**config.mk**
```make
export PLATFORM = sky130hd
export DESIGN_NAME = memory_access_arbiter
export DESIGN_NICKNAME = d
export VERILOG_FILES = /design/src/rtl/memory_arbiter_pkg.sv /design/src/rtl/subword_lane_unit.sv /design/src/rtl/memory_access_arbiter.sv
export SDC_FILE = /design/constraint.sdc
export NUM_CORES = 1
export LEC_CHECK = 0
export CORE_AREA = 2 2 116 118
export DETAILED_ROUTE_END_ITERATION = 7
export DIE_AREA = 0 0 118 120
export PLACE_DENSITY = 0.9
export SYNTH_ARGS = -nofsm -noshare
export SYNTH_HDL_FRONTEND = slang
export SYNTH_SLANG_ARGS = --single-unit
```
**constraint.sdc**
```tcl
create_clock -name clock -period 4.4 [get_ports clock]
set_input_delay 0.44 -clock clock [delete_from_list [all_inputs] [get_ports clock]]
set_output_delay 0.44 -clock clock [all_outputs]
set_load 0.005 [all_outputs]
```
**src/rtl/memory_arbiter_pkg.sv**
```systemverilog
// memory_arbiter_pkg
// Shared types and constants for the two-requester memory access arbiter.
//   state_e    : arbiter FSM states
//   size_e     : access size encoding used on the requester ports
//   REQUESTERS : number of requester ports served by the arbiter
package memory_arbiter_pkg;

    localparam int REQUESTERS = 2;

    typedef enum logic [1:0] {
        IDLE,
        READ,
        WRITE,
        RESPOND
    } state_e;

    typedef enum logic [1:0] {
        SIZE_BYTE,
        SIZE_HALF,
        SIZE_WORD,
        SIZE_ILLEGAL
    } size_e;

endpackage

```
**src/rtl/subword_lane_unit.sv**
```systemverilog
// subword_lane_unit
// Combinational byte-lane helper for the memory access arbiter.
// Ports:
//   size, offset  : latched access size and byte address bits [1:0]
//   store_data    : right-aligned store data
//   word_in       : word read from the backend
//   merged        : word_in with the addressed lanes replaced by store_data
//   load_data     : addressed lanes of word_in, right-aligned, zero-extended
//   check_size,
//   check_offset  : size and address bits [1:0] of the request being sampled
//   misaligned    : high when the sampled request is misaligned or illegal
module subword_lane_unit
    import memory_arbiter_pkg::*;
(
    input  logic [1:0]  size,
    input  logic [1:0]  offset,
    input  logic [31:0] store_data,
    input  logic [31:0] word_in,
    output logic [31:0] merged,
    output logic [31:0] load_data,
    input  logic [1:0]  check_size,
    input  logic [1:0]  check_offset,
    output logic        misaligned
);

    logic [4:0]  shift;
    logic [31:0] lane_mask;

    // Little-endian lanes: the byte offset times eight is the bit shift.
    // Aligned halfwords only ever see offset 0 or 2, so the same shift
    // selects the halfword lane.
    always_comb begin
        shift = {offset, 3'b000};
        case (size)
            SIZE_BYTE: lane_mask = 32'h0000_00FF;
            SIZE_HALF: lane_mask = 32'h0000_FFFF;
            default:   lane_mask = 32'hFFFF_FFFF;
        endcase
        merged    = (word_in & ~(lane_mask << shift)) | ((store_data & lane_mask) << shift);
        load_data = (word_in >> shift) & lane_mask;
    end

    // Size 11 is never legal, regardless of address.
    always_comb begin
        case (check_size)
            SIZE_HALF: misaligned = check_offset[0];
            SIZE_WORD: misaligned = |check_offset;
            SIZE_BYTE: misaligned = 1'b0;
            default:   misaligned = 1'b1;
        endcase
    end

endmodule

```
**src/rtl/memory_access_arbiter.sv**
```systemverilog
// memory_access_arbiter
// Arbitrates between the core data port (requester 0) and the debug/loader
// port (requester 1) for a word-addressed backend, one access at a time.
// Byte/halfword stores are done as read-modify-write.
// Ports:
//   clock, reset (async, active-low)
//   r0*/r1*  : Request, Write, Size, Address, WriteData in;
//              Ready, Error, ReadData out (one-cycle completion pulse)
//   backendAddress/backendDataIn/backendWriteEnable out, backendDataOut in
//              (read data valid one cycle after the address)
// Configuration macro MEMORY_ARBITER_FIXED_PRIORITY_EN: when defined,
// requester 0 always wins collisions; otherwise collisions alternate.
module memory_access_arbiter
    import memory_arbiter_pkg::*;
#(
    parameter int ADDR_WIDTH = 32
) (
    input  logic                  clock,
    input  logic                  reset,
    input  logic                  r0Request,
    input  logic                  r0Write,
    input  logic [1:0]            r0Size,
    input  logic [ADDR_WIDTH-1:0] r0Address,
    input  logic [31:0]           r0WriteData,
    output logic                  r0Ready,
    output logic                  r0Error,
    output logic [31:0]           r0ReadData,
    input  logic                  r1Request,
    input  logic                  r1Write,
    input  logic [1:0]            r1Size,
    input  logic [ADDR_WIDTH-1:0] r1Address,
    input  logic [31:0]           r1WriteData,
    output logic                  r1Ready,
    output logic                  r1Error,
    output logic [31:0]           r1ReadData,
    output logic [ADDR_WIDTH-3:0] backendAddress,
    input  logic [31:0]           backendDataOut,
    output logic [31:0]           backendDataIn,
    output logic                  backendWriteEnable
);

    state_e                  state, next_state;
    logic [REQUESTERS-1:0]   req_vec;
    logic                    grant;
    logic                    sel_write;
    logic [1:0]              sel_size;
    logic [ADDR_WIDTH-1:0]   sel_addr;
    logic [31:0]             sel_data;
    logic                    misaligned;
    logic                    lat_write;
    logic [1:0]              lat_size;
    logic [ADDR_WIDTH-1:0]   lat_addr;
    logic [31:0]             lat_data;
    logic                    lat_grant;
    logic                    lat_error;
    logic [31:0]             merged_word;
    logic [31:0]             load_word;

    assign req_vec = {r1Request, r0Request};

`ifdef MEMORY_ARBITER_FIXED_PRIORITY_EN
    // Requester 0 always wins; requester 1 only when 0 is idle.
    assign grant = ~req_vec[0];
`else
    logic last_grant;

    // On a collision the requester that did not win the previous collision
    // goes first. Uncontested grants leave the history alone.
    always_comb begin
        if (&req_vec) begin
            grant = ~last_grant;
        end else begin
            grant = ~req_vec[0];
        end
    end

    always_ff @(posedge clock or negedge reset) begin
        if (!reset) begin
            last_grant <= 1'b1;
        end else if (state == IDLE && (&req_vec)) begin
            last_grant <= grant;
        end
    end
`endif

    assign sel_write = grant ? r1Write     : r0Write;
    assign sel_size  = grant ? r1Size      : r0Size;
    assign sel_addr  = grant ? r1Address   : r0Address;
    assign sel_data  = grant ? r1WriteData : r0WriteData;

    subword_lane_unit lane_unit (
        .size         (lat_size),
        .offset       (lat_addr[1:0]),
        .store_data   (lat_data),
        .word_in      (backendDataOut),
        .merged       (merged_word),
        .load_data    (load_word),
        .check_size   (sel_size),
        .check_offset (sel_addr[1:0]),
        .misaligned   (misaligned)
    );

    // State register and the request latch captured when leaving IDLE.
    always_ff @(posedge clock or negedge reset) begin
        if (!reset) begin
            state     <= IDLE;
            lat_write <= 1'b0;
            lat_size  <= 2'b00;
            lat_addr  <= '0;
            lat_data  <= '0;
            lat_grant <= 1'b0;
            lat_error <= 1'b0;
        end else begin
            state <= next_state;
            if (state == IDLE && (|req_vec)) begin
                lat_write <= sel_write;
                lat_size  <= sel_size;
                lat_addr  <= sel_addr;
                lat_data  <= sel_data;
                lat_grant <= grant;
                lat_error <= misaligned;
            end
        end
    end

    // Word stores skip the read; sub-word stores read first so the
    // untouched lanes can be merged back in WRITE.
    always_comb begin
        next_state = state;
        case (state)
            IDLE: begin
                if (|req_vec) begin
                    if (misaligned) begin
                        next_state = RESPOND;
                    end else if (sel_write && sel_size == SIZE_WORD) begin
                        next_state = WRITE;
                    end else begin
                        next_state = READ;
                    end
                end
            end
            READ:    next_state = lat_write ? WRITE : RESPOND;
            WRITE:   next_state = IDLE;
            RESPOND: next_state = IDLE;
            default: next_state = IDLE;
        endcase
    end

    // Outputs are decoded purely from state so an asynchronous reset
    // silences the backend and both requesters at once.
    always_comb begin
        r0Ready            = 1'b0;
        r0Error            = 1'b0;
        r0ReadData         = '0;
        r1Ready            = 1'b0;
        r1Error            = 1'b0;
        r1ReadData         = '0;
        backendAddress     = '0;
        backendDataIn      = '0;
        backendWriteEnable = 1'b0;
        case (state)
            READ: begin
                backendAddress = lat_addr[ADDR_WIDTH-1:2];
            end
            WRITE: begin
                backendAddress     = lat_addr[ADDR_WIDTH-1:2];
                backendWriteEnable = 1'b1;
                backendDataIn      = merged_word;
                if (lat_grant) begin
                    r1Ready = 1'b1;
                end else begin
                    r0Ready = 1'b1;
                end
            end
            RESPOND: begin
                if (lat_grant) begin
                    r1Ready    = 1'b1;
                    r1Error    = lat_error;
                    r1ReadData = lat_error ? 32'h0 : load_word;
                end else begin
                    r0Ready    = 1'b1;
                    r0Error    = lat_error;
                    r0ReadData = lat_error ? 32'h0 : load_word;
                end
            end
            default: ;
        endcase
    end

endmodule

```
* After elaboration in Yosys (flattened, before gate mapping) *
Cells that the tools add are included.

cells by class
  shifts and indexed selects = 3
  bitwise gates (word level) = 7
  eq/ne operators = 7
  $lt $le $gt $ge = 0
  reduce and logical (&&, ||, !) cells = 11
  multiplexer cells = 28
  multiply operators = 0
  divide/modulo/power cells = 0
  add/sub/neg operators = 0

operators by type and width
  operator              count
  $mux W32              8
  $and A32 B32 Y32      3
  $pmux W32 S2          1
  $shl A32 B5 Y32       2
  $not A32 Y32          1
  $or A32 B32 Y32       1
  $shr A32 B5 Y32       1
  $mux W30              1
  $mux W1               12
  $mux W2               4
  $reduce_or A2 Y1      4
  $eq A2 B1 Y1 const B  3
  $eq A2 B2 Y1 const B  3
  $logic_not A2 Y1      3
  $pmux W2 S3           1
  $logic_and A1 B1 Y1   3
  $pmux W1 S3           1
  $ne A2 B1 Y1 const B  1
  $not A1 Y1            2
  $reduce_and A2 Y1     1

word-level totals
  latch bits = 0
  output and inout port bits = 131
  register bits after elaboration = 72
  input port bits = 170
  logic and storage cells = 64
  bits in read-only memories = 0
  memory bits (writable) = 0
  memories kept = 0

* Longest topological paths before layout *
  depth after elaboration = 9
  depth in mapped cells = 8
  mapped depth without buffers = 5

* By module *
Synthesis repeated with hierarchy kept, for this count alone.

second synthesis, totals
  cell total of the unflattened synthesis = 712
  area, all modules = 5,739.3 um2

by module, submodules not included
  module                 cells each  seq. area each (um2)  area each (um2)  instances
  memory_access_arbiter  500         1,803.0               4,321.6          1
  subword_lane_unit      212         0.0                   1,417.6          1

* Least setup slack after synthesis *
No wires, ideal clock.

  path type = reg-to-output
  from = register lat_addr[0]
  to = output port r1ReadData[15]
  cell stages (with the launch flop) = 8
  buffers on the path = 4
  slack = 2.616 ns
  data required time = 3.960 ns
  arrival time = 1.344 ns
  cell sequence = dfrtp_1 buf_2 buf_4 buf_4 buf_2 o2bb2ai_1 nand2_1 nor2_1

between the ends
  word-level cells in the longest chain between the ends = 5

RTL lines
  element                 RTL line                      source
  start, declared         memory_access_arbiter.sv:52   logic [ADDR_WIDTH-1:0] lat_addr;
  start signal, assigned  memory_access_arbiter.sv:118  lat_addr <= sel_addr;
  $shr A32 B5 Y32         subword_lane_unit.sv:40       load_data = (word_in >> shift) & lane_mask;
  $and A32 B32 Y32        subword_lane_unit.sv:40
  $mux W32                memory_access_arbiter.sv:179  r1ReadData = lat_error ? 32'h0 : load_word;
  $mux W32                memory_access_arbiter.sv:176  if (lat_grant) begin
  $mux W32                memory_access_arbiter.sv:161  case (state)
  end, declared           memory_access_arbiter.sv:35   output logic [31:0] r1ReadData,

No other way between the ends.

* Worst setup path in the final report *
  from = register lat_addr[0]
  to = output port r1ReadData[8]

Same word-level chain as after synthesis.

==> impl_metrics.tcl <==
set metrics [dict create \
    status "finished clean" \
    worstPathRequired_ns 3.96 \
    crit_path_start_kind "register" \
    final_cell_mix "clkdlybuf4s50_1 (299), nand2_1 (119), mux2i_1 (91)" \
    setup_viol 0 \
    cts_hold_buf 0 \
    numCtsBuffers 9 \
    p_per_area_nw_per_um2 582.3 \
    worstRegToRegCells 4 \
    cap_violations 0 \
    async_flop_share_pct 100.0 \
    ios 301 \
    dieArea_um2 14160 \
    vias 5919 \
    grt_first_pass_wirelength_um 31600 \
    post_cts_buffers 0 \
    synth_area_um2 5485 \
    drt-wirelength-per-cell_um 18.17 \
    numPlacedInstances 1092 \
    dr.pass1.iters 6 \
    dr.first_iter.drc_count 581 \
    synth_seq_area_share_pct 32.87 \
    ys_top_cells_by_area "dfrtp_1 (32%), mux2i_1 (17%), nand2_1 (8.1%)" \
    num_rows 42 \
    synth_area_leader_cell "dfrtp_1" \
    synthesis.nets 838 \
    grt_usage_pct 28.37 \
    grt_max_degree 135 \
    cts_tree "done" \
    hold_ws_ns 0.2492 \
    cts.clk_slew.worst_paths_ns 0.05 \
    ctsResizeCount 0 \
    slew_headroom_pct 20.56 \
    fin_setup_tns_ns 0 \
    via_per_inst 5.337 \
    ys_ff_latch 72 \
    port_buffers 300 \
    antenna_found_initial 1 \
    ir_drop_mv 0.3080 \
    synth_top_area_share_pct 32.39 \
    synth_edf_count 0 \
    hold_viol_final 0 \
    place_congestion 0.9633 \
    syn_avg_cell_area_um2 8.261 \
    crit_type "reg2out" \
    p_leak_nw 3.721 \
    reg2reg_from "last_grant" \
    root_buffer "clkbuf_16" \
    antenna_left 0 \
    place_hpwl_um 15690 \
    insertion_delay_ns 0.33 \
    initial_core_util_pct 42.26 \
    rrSetupSlack_ns 2.22 \
    timing.fmax_mhz 282.8 \
    final_common_cell "clkdlybuf4s50_1" \
    grt_pass1_vias 5796 \
    die_w_um 118 \
    drt_wl_total_um 20150 \
    skew_ns 0.006690 \
    synthFlopType "dfrtp_1" \
    yosys_warnings 0 \
    hp-class "in2async" \
    cts_buffer_depth 2 \
    area_growth_pct 59.79 \
    gr-total-overflow 0 \
    slew_viol_final 0 \
    synthCells 664 \
    end_kind "output pin" \
    rsz0062_at_grt "false" \
    synth_cell_type_count 42 \
    post-route-period-util_pct 80.35 \
    final_cells 1109 \
    nFillCells 1070 \
    die_y_um 120 \
    r2r-end "lat_data[6]" \
    design_area_um2 8765 \
    cts_sinks 72 \
    period_needed_ns 3.536 \
    nets 1101 \
    tightest_slew_ns 1.192 \
    arrival_ns 3.10 \
    path_max_fanout 37 \
    drive_above_1_share_pct 3.648 \
    core-area_um2 12980 \
    drc 0 \
    cts_max_level 3 \
    place_area_um2 8477 \
]
==> cell type report <==
type / instances / area (µm²) / area share [%]
clock inverters: 3 / 15.01 / 0.1713
flip-flops and latches: 72 / 1805 / 20.60
diodes: 1 / 2.502 / 0.02855
multi-input cells: 533 / 3382 / 38.59
inverters: 7 / 26.28 / 0.2998
repair buffers: 304 / 3043 / 34.72
well taps: 176 / 220.2 / 2.512
clock buffers: 13 / 270.3 / 3.084
==> registers in the layout, summed over array words and instances (netlist names) <==
name	cells
lat_grant	1
lat_error	1
lat_addr	32
last_grant	1
lat_size	2
lat_data	32
state	2
lat_write	1
==> power by group <==
group / internal, mW / total (mW) / leakage [nW] / switching, mW
clock network: 0.425 / 0.686 / 0.145 / 0.261
registers: 0.995 / 1.34 / 0.882 / 0.349
logic: 1.53 / 3.07 / 2.69 / 1.54
==> routing by layer <==
layer	vias up	GRT usage (%)	share of wire, %
met5	-	0	0
li1	2851	-	-
met3	46	7.414	8.5
met2	309	49.38	50
met4	0	12.27	3.7
met1	2713	32.96	38
==> metrics by stage <==
stage / utilization, % / setup WS, ns / power [mW]
3_5_place_dp: 65.31 / 1.285 / 4.407
3_3_place_gp: 65.31 / 1.305 / 4.340
5_1_grt: 67.51 / 0.6991 / 5.493
4_1_cts: 67.51 / 0.9141 / 5.119
6_report: 67.52 / 0.8645 / 5.104
2_1_floorplan: - / 2.616 / 3.078
==> logic make-up after synthesis <==
kind of cell | Yosys count | synth area share (%)
AOI/OAI and AO/OA | 158 | 18.66
xor gates and xnor gates | 1 | 0.1597
adders and majority gates | 4 | 0.9124
buffers and inverters | 59 | 5.771
DFF | 72 | 32.87
muxes | 99 | 18.25
and+or+nand+nor | 271 | 23.38
==> synth_stat cells (2+ instances only) <==
master	n
a21boi_1	15
a21o_1	2
a21oi_1	3
a222oi_1	15
a22o_1	9
a2bb2oi_1	2
and2_1	47
buf_2	10
buf_4	10
buf_6	6
clkbuf_1	26
dfrtp_1	71
ha_1	4
inv_1	7
mux2_1	8
mux2i_1	91
nand2_1	119
nand2b_1	9
nand3_1	9
nand4_4	2
nor2_1	56
nor2_2	3
nor2b_1	19
nor3_1	2
o21a_1	4
o21ai_0	8
o21ai_1	84
o2bb2ai_1	9
==> worst max-delay path, stage by stage (launching register included) <==
cell	delay (ns)
dfrtp_2	0.68
buf_4	0.49
nor2b_1	0.53
o2bb2ai_1	0.17
nand2_1	0.09
nor2_1	0.26
clkdlybuf4s50_1	0.56
==> worst max path at each step <==
| stage | from | to | slack [ns] |
|---|---|---|---|
| finish | lat_addr[0] | r1ReadData[8] | 0.86 |
| global route | lat_addr[0] | r1ReadData[8] | 0.70 |
| CTS | lat_addr[0] | r1ReadData[8] | 0.91 |
| detailed placement | lat_addr[0] | r1ReadData[8] | 1.29 |
| global placement | lat_addr[0] | r1ReadData[8] | 1.30 |
| floorplan | lat_addr[0] | r1ReadData[15] | 2.62 |
Note: power is estimated with default switching activity, not from simulation.
